<file path="config.mk">
export PLATFORM = sky130hd
export DESIGN_NAME = uart_tx_ctrl
export DESIGN_NICKNAME = d
export VERILOG_FILES = /design/src/rtl/uart_tx_ctrl.sv
export SDC_FILE = /design/constraint.sdc
export NUM_CORES = 1
export LEC_CHECK = 0
export CAP_MARGIN = 20
export CORE_AREA = 2 2 64 66
export DETAILED_ROUTE_END_ITERATION = 6
export DIE_AREA = 0 0 66 68
export PLACE_DENSITY = 0.67
export SKIP_LAST_GASP = 1
export SYNTH_ARGS = -nofsm -noshare
export SYNTH_HDL_FRONTEND = slang
export SYNTH_SLANG_ARGS = --single-unit
</file>
<file path="constraint.sdc">
create_clock -name clk -period 2.6 [get_ports clk]
set_input_delay 0.52 -clock clk [delete_from_list [all_inputs] [get_ports clk]]
set_output_delay 0.52 -clock clk [all_outputs]
set_load 0.05 [all_outputs]
</file>
<file path="src/rtl/uart_tx_ctrl.sv">
// UART transmit controller: start bit, LSB-first data, optional even parity, stop bit(s).
// Optional parity bit compiled in with `define UART_TX_PARITY_EN.
//
// state    | meaning
// S_IDLE   | line high, ready for a byte
// S_START  | start bit (low)
// S_DATA   | data bits, LSB first
// S_PARITY | even parity bit (UART_TX_PARITY_EN only)
// S_STOP   | STOP_BITS stop bits (high)
module uart_tx_ctrl #(
    parameter int CLK_FREQ  = 50000000,
    parameter int BAUD      = 115200,
    parameter int DATA_BITS = 8,
    parameter int STOP_BITS = 1
) (
    input  logic                 clk,
    input  logic                 rst,
    input  logic [DATA_BITS-1:0] tx_data,
    input  logic                 tx_valid,
    output logic                 tx_ready,
    output logic                 tx,
    output logic                 tx_busy,
    output logic                 bit_tick
);
    localparam int CLKS_PER_BIT = CLK_FREQ / BAUD;
    localparam int CNT_W        = (CLKS_PER_BIT > 2) ? $clog2(CLKS_PER_BIT) : 1;
    localparam int IDX_W        = 4;
    localparam logic [CNT_W-1:0] CNT_LAST  = CNT_W'(CLKS_PER_BIT - 1);
    localparam logic [IDX_W-1:0] DATA_LAST = IDX_W'(DATA_BITS - 1);
    localparam logic [IDX_W-1:0] STOP_LAST = IDX_W'(STOP_BITS - 1);

    typedef enum logic [2:0] {
        S_IDLE   = 3'd0,
        S_START  = 3'd1,
        S_DATA   = 3'd2,
`ifdef UART_TX_PARITY_EN
        S_PARITY = 3'd3,
`endif
        S_STOP   = 3'd4
    } state_t;

    state_t                 r_state;
    logic [CNT_W-1:0]       r_cnt;
    logic [IDX_W-1:0]       r_idx;
    logic [DATA_BITS-1:0]   r_shift;
    logic                   r_tx;
    logic                   r_ready;
    logic                   r_busy;
    logic                   r_tick;

    state_t                 w_state_nxt;
    logic [CNT_W-1:0]       w_cnt_nxt;
    logic [IDX_W-1:0]       w_idx_nxt;
    logic [DATA_BITS-1:0]   w_shift_nxt;
    logic                   w_tx_nxt;
    logic                   w_last;

`ifdef UART_TX_PARITY_EN
    logic                   r_par;

    always_ff @(posedge clk or negedge rst) begin
        if (!rst) begin
            r_par <= 1'b0;
        end else if (r_state == S_IDLE && tx_valid) begin
            r_par <= ^tx_data;
        end
    end
`endif

    assign w_last = (r_cnt == CNT_LAST);

    always_comb begin
        w_state_nxt = r_state;
        w_cnt_nxt   = r_cnt;
        w_idx_nxt   = r_idx;
        w_shift_nxt = r_shift;
        if (r_state != S_IDLE) begin
            w_cnt_nxt = w_last ? '0 : r_cnt + 1'b1;
        end
        case (r_state)
            S_IDLE: begin
                if (tx_valid) begin
                    w_state_nxt = S_START;
                    w_cnt_nxt   = '0;
                    w_shift_nxt = tx_data;
                end
            end
            S_START: begin
                if (w_last) begin
                    w_state_nxt = S_DATA;
                    w_idx_nxt   = '0;
                end
            end
            S_DATA: begin
                if (w_last) begin
                    w_shift_nxt = r_shift >> 1;
                    if (r_idx == DATA_LAST) begin
                        w_idx_nxt = '0;
`ifdef UART_TX_PARITY_EN
                        w_state_nxt = S_PARITY;
`else
                        w_state_nxt = S_STOP;
`endif
                    end else begin
                        w_idx_nxt = r_idx + 1'b1;
                    end
                end
            end
`ifdef UART_TX_PARITY_EN
            S_PARITY: begin
                if (w_last) begin
                    w_state_nxt = S_STOP;
                end
            end
`endif
            S_STOP: begin
                if (w_last) begin
                    if (r_idx == STOP_LAST) begin
                        w_state_nxt = S_IDLE;
                        w_idx_nxt   = '0;
                    end else begin
                        w_idx_nxt = r_idx + 1'b1;
                    end
                end
            end
            default: begin
                w_state_nxt = S_IDLE;
                w_cnt_nxt   = '0;
                w_idx_nxt   = '0;
            end
        endcase

        // Outputs are registered from the next state so tx moves on the same edge as the FSM.
        case (w_state_nxt)
            S_START:  w_tx_nxt = 1'b0;
            S_DATA:   w_tx_nxt = w_shift_nxt[0];
`ifdef UART_TX_PARITY_EN
            S_PARITY: w_tx_nxt = r_par;
`endif
            default:  w_tx_nxt = 1'b1;
        endcase
    end

    always_ff @(posedge clk or negedge rst) begin
        if (!rst) begin
            r_state <= S_IDLE;
            r_cnt   <= '0;
            r_idx   <= '0;
            r_shift <= '0;
            r_tx    <= 1'b1;
            r_ready <= 1'b1;
            r_busy  <= 1'b0;
            r_tick  <= 1'b0;
        end else begin
            r_state <= w_state_nxt;
            r_cnt   <= w_cnt_nxt;
            r_idx   <= w_idx_nxt;
            r_shift <= w_shift_nxt;
            r_tx    <= w_tx_nxt;
            r_ready <= (w_state_nxt == S_IDLE);
            r_busy  <= (w_state_nxt != S_IDLE);
            r_tick  <= (w_state_nxt != S_IDLE) && (w_cnt_nxt == CNT_LAST);
        end
    end

    assign tx       = r_tx;
    assign tx_ready = r_ready;
    assign tx_busy  = r_busy;
    assign bit_tick = r_tick;

endmodule
</file>
# Word-level counts from Yosys, hierarchy flattened

Index checks and enable logic that the tools add are counted.

Output and inout bits: 4
Register bits after elaboration: 28

Add/sub/neg operators: 2
Bitwise logic cells: 1
Reductions and logical operators: 10
Eq/ne operators: 12
Mux-type cells: 21

Operator list:

| cell                                                                   | number |
|---|---|
| 9-bit 2-to-1 mux                                                       | 3 |
| 4-bit 2-to-1 mux                                                       | 5 |
| 9-bit equality test (second input constant)                            | 2 |
| 3-bit 2-to-1 mux                                                       | 6 |
| 9-bit case mux with 2 select lines                                     | 1 |
| 8-bit 2-to-1 mux                                                       | 2 |
| 4-bit case mux with 4 select lines                                     | 1 |
| 8-bit case mux with 2 select lines                                     | 1 |
| 3-bit case mux with 4 select lines                                     | 1 |
| 9-bit by 1-bit adder with 9-bit output (second input constant)         | 1 |
| 2-bit inequality test (second input constant)                          | 4 |
| 3-bit by 1-bit equality test with 1-bit output (second input constant) | 2 |
| 3-bit by 2-bit equality test with 1-bit output (second input constant) | 2 |
| 3-bit logical NOT                                                      | 2 |
| 3-bit nonzero test                                                     | 2 |
| 4-bit by 1-bit adder with 4-bit output (second input constant)         | 1 |
| 4-bit by 3-bit equality test with 1-bit output (second input constant) | 1 |
| 4-bit logical NOT                                                      | 1 |
| 4-bit AND reduction                                                    | 1 |
| 3-bit equality test (second input constant)                            | 1 |
| 3-bit AND reduction                                                    | 1 |
| 3-bit OR reduction                                                     | 1 |
| 1-bit case mux with 2 select lines                                     | 1 |
| 2-bit nonzero test                                                     | 1 |
| 2 further kinds                                                        | 2 |

# Depth between registers and ports, before layout

Depth in word-level cells: 7
Mapped depth: 8
Depth with buffers taken out: 7

# Worst setup path before layout

No wires, ideal clock.

Path kind: reg-to-reg
Start point: reg r_cnt[0]
End point: reg r_tick (netlist: bit_tick)
Cell stages (with the launch flop): 8
Arrival: 2.005 ns
Library setup time: 0.099 ns
Required time: 2.501 ns
Slack: 0.496 ns
Period minus slack after synthesis: 2.104 ns
Cell sequence: dfrtp_1 ha_1 nor4bb_4 and2_4 buf_6 o31a_1 or4_1 a311oi_1

Longest elaborated chain between the ends: 7
Elaborated cells between the ends (all ways): 13
Classes of those cells: 1 x add/sub; 2 x eq/ne; 8 x mux; 2 x reduce/logical

Ends and longest elaborated chain:

| item                                                                          | RTL line | source |
|---|---|---|
| from (decl)                                                                   | 43       | `logic [CNT_W-1:0] r_cnt;` |
| from (signal assigned)                                                        | 156      | `r_cnt <= w_cnt_nxt;` |
| 9-bit by 1-bit adder with 9-bit output or 9-bit equality test (tied branches) | 78, 70   |  |
| 9-bit 2-to-1 mux                                                              | 78       | `w_cnt_nxt = w_last ? '0 : r_cnt + 1'b1;` |
| 9-bit 2-to-1 mux                                                              | 77       | `if (r_state != S_IDLE) begin` |
| 9-bit 2-to-1 mux                                                              | 82       | `if (tx_valid) begin` |
| 9-bit case mux with 2 select lines                                            | 80       | `case (r_state)` |
| 9-bit equality test                                                           | 162      | `r_tick <= (w_state_nxt != S_IDLE) && (w_cnt_nxt == CNT_LAST);` |
| 1-bit logical AND *                                                           | 162      |  |
| to (signal assigned)                                                          | 162      |  |
| to (decl)                                                                     | 49       | `logic r_tick;` |

Every way passes the cells marked *; elsewhere a longest branch is shown, timed or not.
A chain may end at the register's enable or synchronous reset.

# Worst setup path after layout

Start point: reg r_cnt[1]
End point: reg r_idx[3]

Longest elaborated chain between the ends: 3
Elaborated cells between the ends (all ways): 5
Classes of those cells: 4 x eq/ne; 1 x reduce/logical

Ends and longest elaborated chain:

| item                            | RTL line | source |
|---|---|---|
| 9-bit equality test *           | 70       | `assign w_last = (r_cnt == CNT_LAST);` |
| 2-bit inequality test (no line) | -        |  |
| 4-bit AND reduction (no line) * | -        |  |
| to (signal assigned)            | 157      | `r_idx <= w_idx_nxt;` |
| to (decl)                       | 44       | `logic [IDX_W-1:0] r_idx;` |

Marked as above.

==> summary.md <==
| Metric | Value |
|---|---|
| Routability cong. | `0.874` |
| Post-route ant nets | `0` |
| Slew Limit Headroom | `60.9%` |
| Root buf cell | `clkbuf_8` |
| Antenna violations before repair | `0` |
| Internal | `0.000657 W` |
| Hold WC Path Type | `reg -> reg` |
| Post-route minimum period | `2.28 ns` |
| Hold Fails Final Rpt | `0` |
| DP Cell Count | `239` |
| Fin nets | `209` |
| Core area | `0.00386 mm²` |
| Clk sink count | `28` |
| Final Worst Setup Slack | `0.318 ns` |
| Final worst path period share | `87.8%` |
| RSZ-0062 raised after global routing | `false` |
| Die area | `0.00449 mm²` |
| GRT overflow | `0` |
| Reg2Reg Setup Slack | `0.32 ns` |
| Die span in y | `68 µm` |
| Critical Path Fanout Max | `6` |
| CTS Hold Bufs | `0` |
| H-tree levels | `1` |
| Sw Ratio | `18.8%` |
| Via count | `1332` |
| Fmax achieved | `438 MHz` |
| Worst Setup End Kind | `flop` |
| Cells on worst reg2reg path | `7` |
| Syn Area/Cell | `9.25 µm²` |
| Cell Pwr Density | `422 mW/mm²` |
| Post-synth top cells | `28 x nand2_1, 26 x dfrtp_1, 16 x nor2_1, 8 x nand3_1, 7 x o21ai_0` |
| WL per Instance | `13.7 µm` |
| Number of core rows | `23` |
| Multi-input logic area | `866 µm²` |
| Asr flop ratio synth | `100%` |
| #FFs+latches synth | `28` |
| Max_cap viols | `0` |
| Comb pwr share | `3.3%` |
| Ys Warns | `0` |
| CP Class | `reg -> reg` |
| First-pass GRT wire length | `5620 µm` |
| Critical path data required time | `2.81 ns` |
| Max Root-Sink Buffers | `2` |
| DRT Pass-1 Iters | `4` |
| Hold Crit Depth | `2` |
| Largest net degree at the start of global routing | `29` |
| Data arrival time of the worst path | `2.49 ns` |
| CTS tree | `yes` |
| Die Wd | `66 µm` |
| Netlist cell types | `53` |
| Hold EP | `r_shift[5]` |
| Main flop type after synthesis | `dfrtp_1` |
| Clk pin slew, worst setup/hold paths | `0.10 ns` |
| # setup viols final | `0` |
| Area grow syn2layout | `17.8%` |
| Seq. cell area | `703 µm²` |
| Final HPWL DP | `2500 µm` |
| Port bufs | `14` |
| Cells after Synth | `176` |
| Reg power frac | `53.8%` |
| Finished Cell Area | `0.00192 mm²` |
| Fin util | `49.7%` |
| Layout cells sized above 1 | `10.4%` |
| Starting Density | `42.2%` |
| # IOs | `15` |
| Clock Skew | `0.00723 ns` |
| Pre-CTS setup slack | `0.266 ns` |
| Cts bufs inserted | `3` |
| Max IR drop VDD | `249 µV` |
| Clk pwr share | `42.9%` |
| Post-route DRC | `0` |
| Antenna Cells | `0` |
| Setup bufs post-CTS | `0` |
| P_sw | `0.000152 W` |
| TNS Setup | `0 ns` |
| Critical path launch point type | `flop` |
| Number of synthesized flops with an enable pin | `0` |
| Ranking of synthesized cells by area | `dfrtp_1 40%, nand2_1 6.5%, nor2_1 3.7%, dfstp_2 3.2%, ha_1 3.1%` |
| Hold wc startpoint | `r_shift[5]` |
| Clk_lat worst skew | `0.28 ns` |
| Vias per cell | `5.48` |
| Non-Filler Instances | `243` |
| Most numerous cell in the Yosys netlist | `nand2_1` |
| R2r endpoint | `r_idx[3]` |
| Fin. max-slew vios | `0` |
| Status | `completed` |
| Fillers | `382` |
| Final wirelength | `3330 µm` |
| Vias in the first global route | `1248` |
| Total nets after synthesis | `191` |
| Netlist Area Pre-Place | `0.00163 mm²` |
| Yosys top cell area share | `40.0%` |
| DR iter-0 viols | `104` |
| FF-to-FF Start | `r_cnt[1]` |
| Sequential area share after synthesis | `43.2%` |
| All-Layer GR Usage | `16.3%` |
| Total leakage power | `0.850 nW` |
| Synth area leader | `dfrtp_1` |
| Area after DPL | `0.00184 mm²` |
| Worst slew pin tran | `0.583 ns` |
## sequential cells by signal, summed over array words and instances, names as in the netlist
signal	count
bit_tick	1
r_cnt	9
r_idx	4
r_shift	8
r_state	3
tx	1
tx_busy	1
tx_ready	1
## power by group through the flow
stage | Sequential (W) | Combinational [W] | Clock, W
after global placement | 0.000444 | 0.0000269 | 0
final | 0.000435 | 0.0000264 | 0.000347
after CTS | 0.000435 | 0.0000274 | 0.000354
after detailed placement | 0.000444 | 0.0000271 | 0
after floorplan | 0.000444 | 0.000000508 | 0
after global routing | 0.000435 | 0.0000295 | 0.000373
## worst max-delay path by stage
stage | cells after the start | startpoint | endpoint
final | 7 | r_cnt[1] | r_idx[3]
after global routing | 5 | r_state[1] | bit_tick
after CTS | 5 | r_state[1] | bit_tick
after detailed placement | 6 | tx_valid | bit_tick
after global placement | 6 | tx_valid | bit_tick
after floorplan | 7 | r_cnt[0] | bit_tick
## cells in the final DEF, fill, tap and decap left out, types with 6 or more instances in the layout
master	n
a22oi_1	6
nand3_1	8
inv_1	6
clkdlybuf4s50_1	14
nand2_1	28
o21ai_0	7
nor2_1	16
dfrtp_1	26
buf_4	7
## critical path, cell delays in order, from the launching register on
cell and delay, ns:
dfrtp_1 0.42, inv_1 0.07, ha_1 0.14, nor4bb_4 0.35, nand2_1 0.24, a211o_1 0.38
or4_1 0.51, o211ai_1 0.09
## layout make-up
class,instances,share of cell area [%]
Clock inverter,1,1.57
Timing Repair Buffer,21,10.0
Sequential cell,28,36.7
Clock buffer,3,2.15
Inverter,6,1.17
Multi-Input combinational cell,134,45.1
Tap cell,50,3.26
## per-layer routing
metal  routed length, µm  track usage (%)  vias up  part of all wire (%)
met2                1610             26.1       14                    48
met1                1630             23.2      656                    49
met4                  30             5.61        0                  0.90
li1                    -                -      659                     -
met5                   0                0        -                     0
met3                  69             1.48        3                   2.1
## kinds of logic after synthesis
kind of cell,Yosys count,synth area share [%]
multiplexers,3,1.92
buffers and inverters,14,3.92
AO/OA/AOI/OAI,39,17.0
AND/OR/NAND/NOR,80,26.5
flip-flops,28,43.2
XOR/XNOR,7,3.77
adder cells (fa/ha/maj),5,3.69
## per-stage QoR
stage          power, W  hold WS, ns
2_1_floorplan  0.000444        0.224
3_3_place_gp   0.000471        0.458
3_5_place_dp   0.000471        0.464
4_1_cts        0.000817        0.487
5_1_grt        0.000838        0.522
6_report       0.000809        0.490
## what timing repair did
action / 4_1_cts / 5_1_grt
gates resized for setup: 0 / 1
hold endpoints to repair: 0 / 0
setup endpoints to repair: 0 / 1
Note: power is estimated with default switching activity, not from simulation.
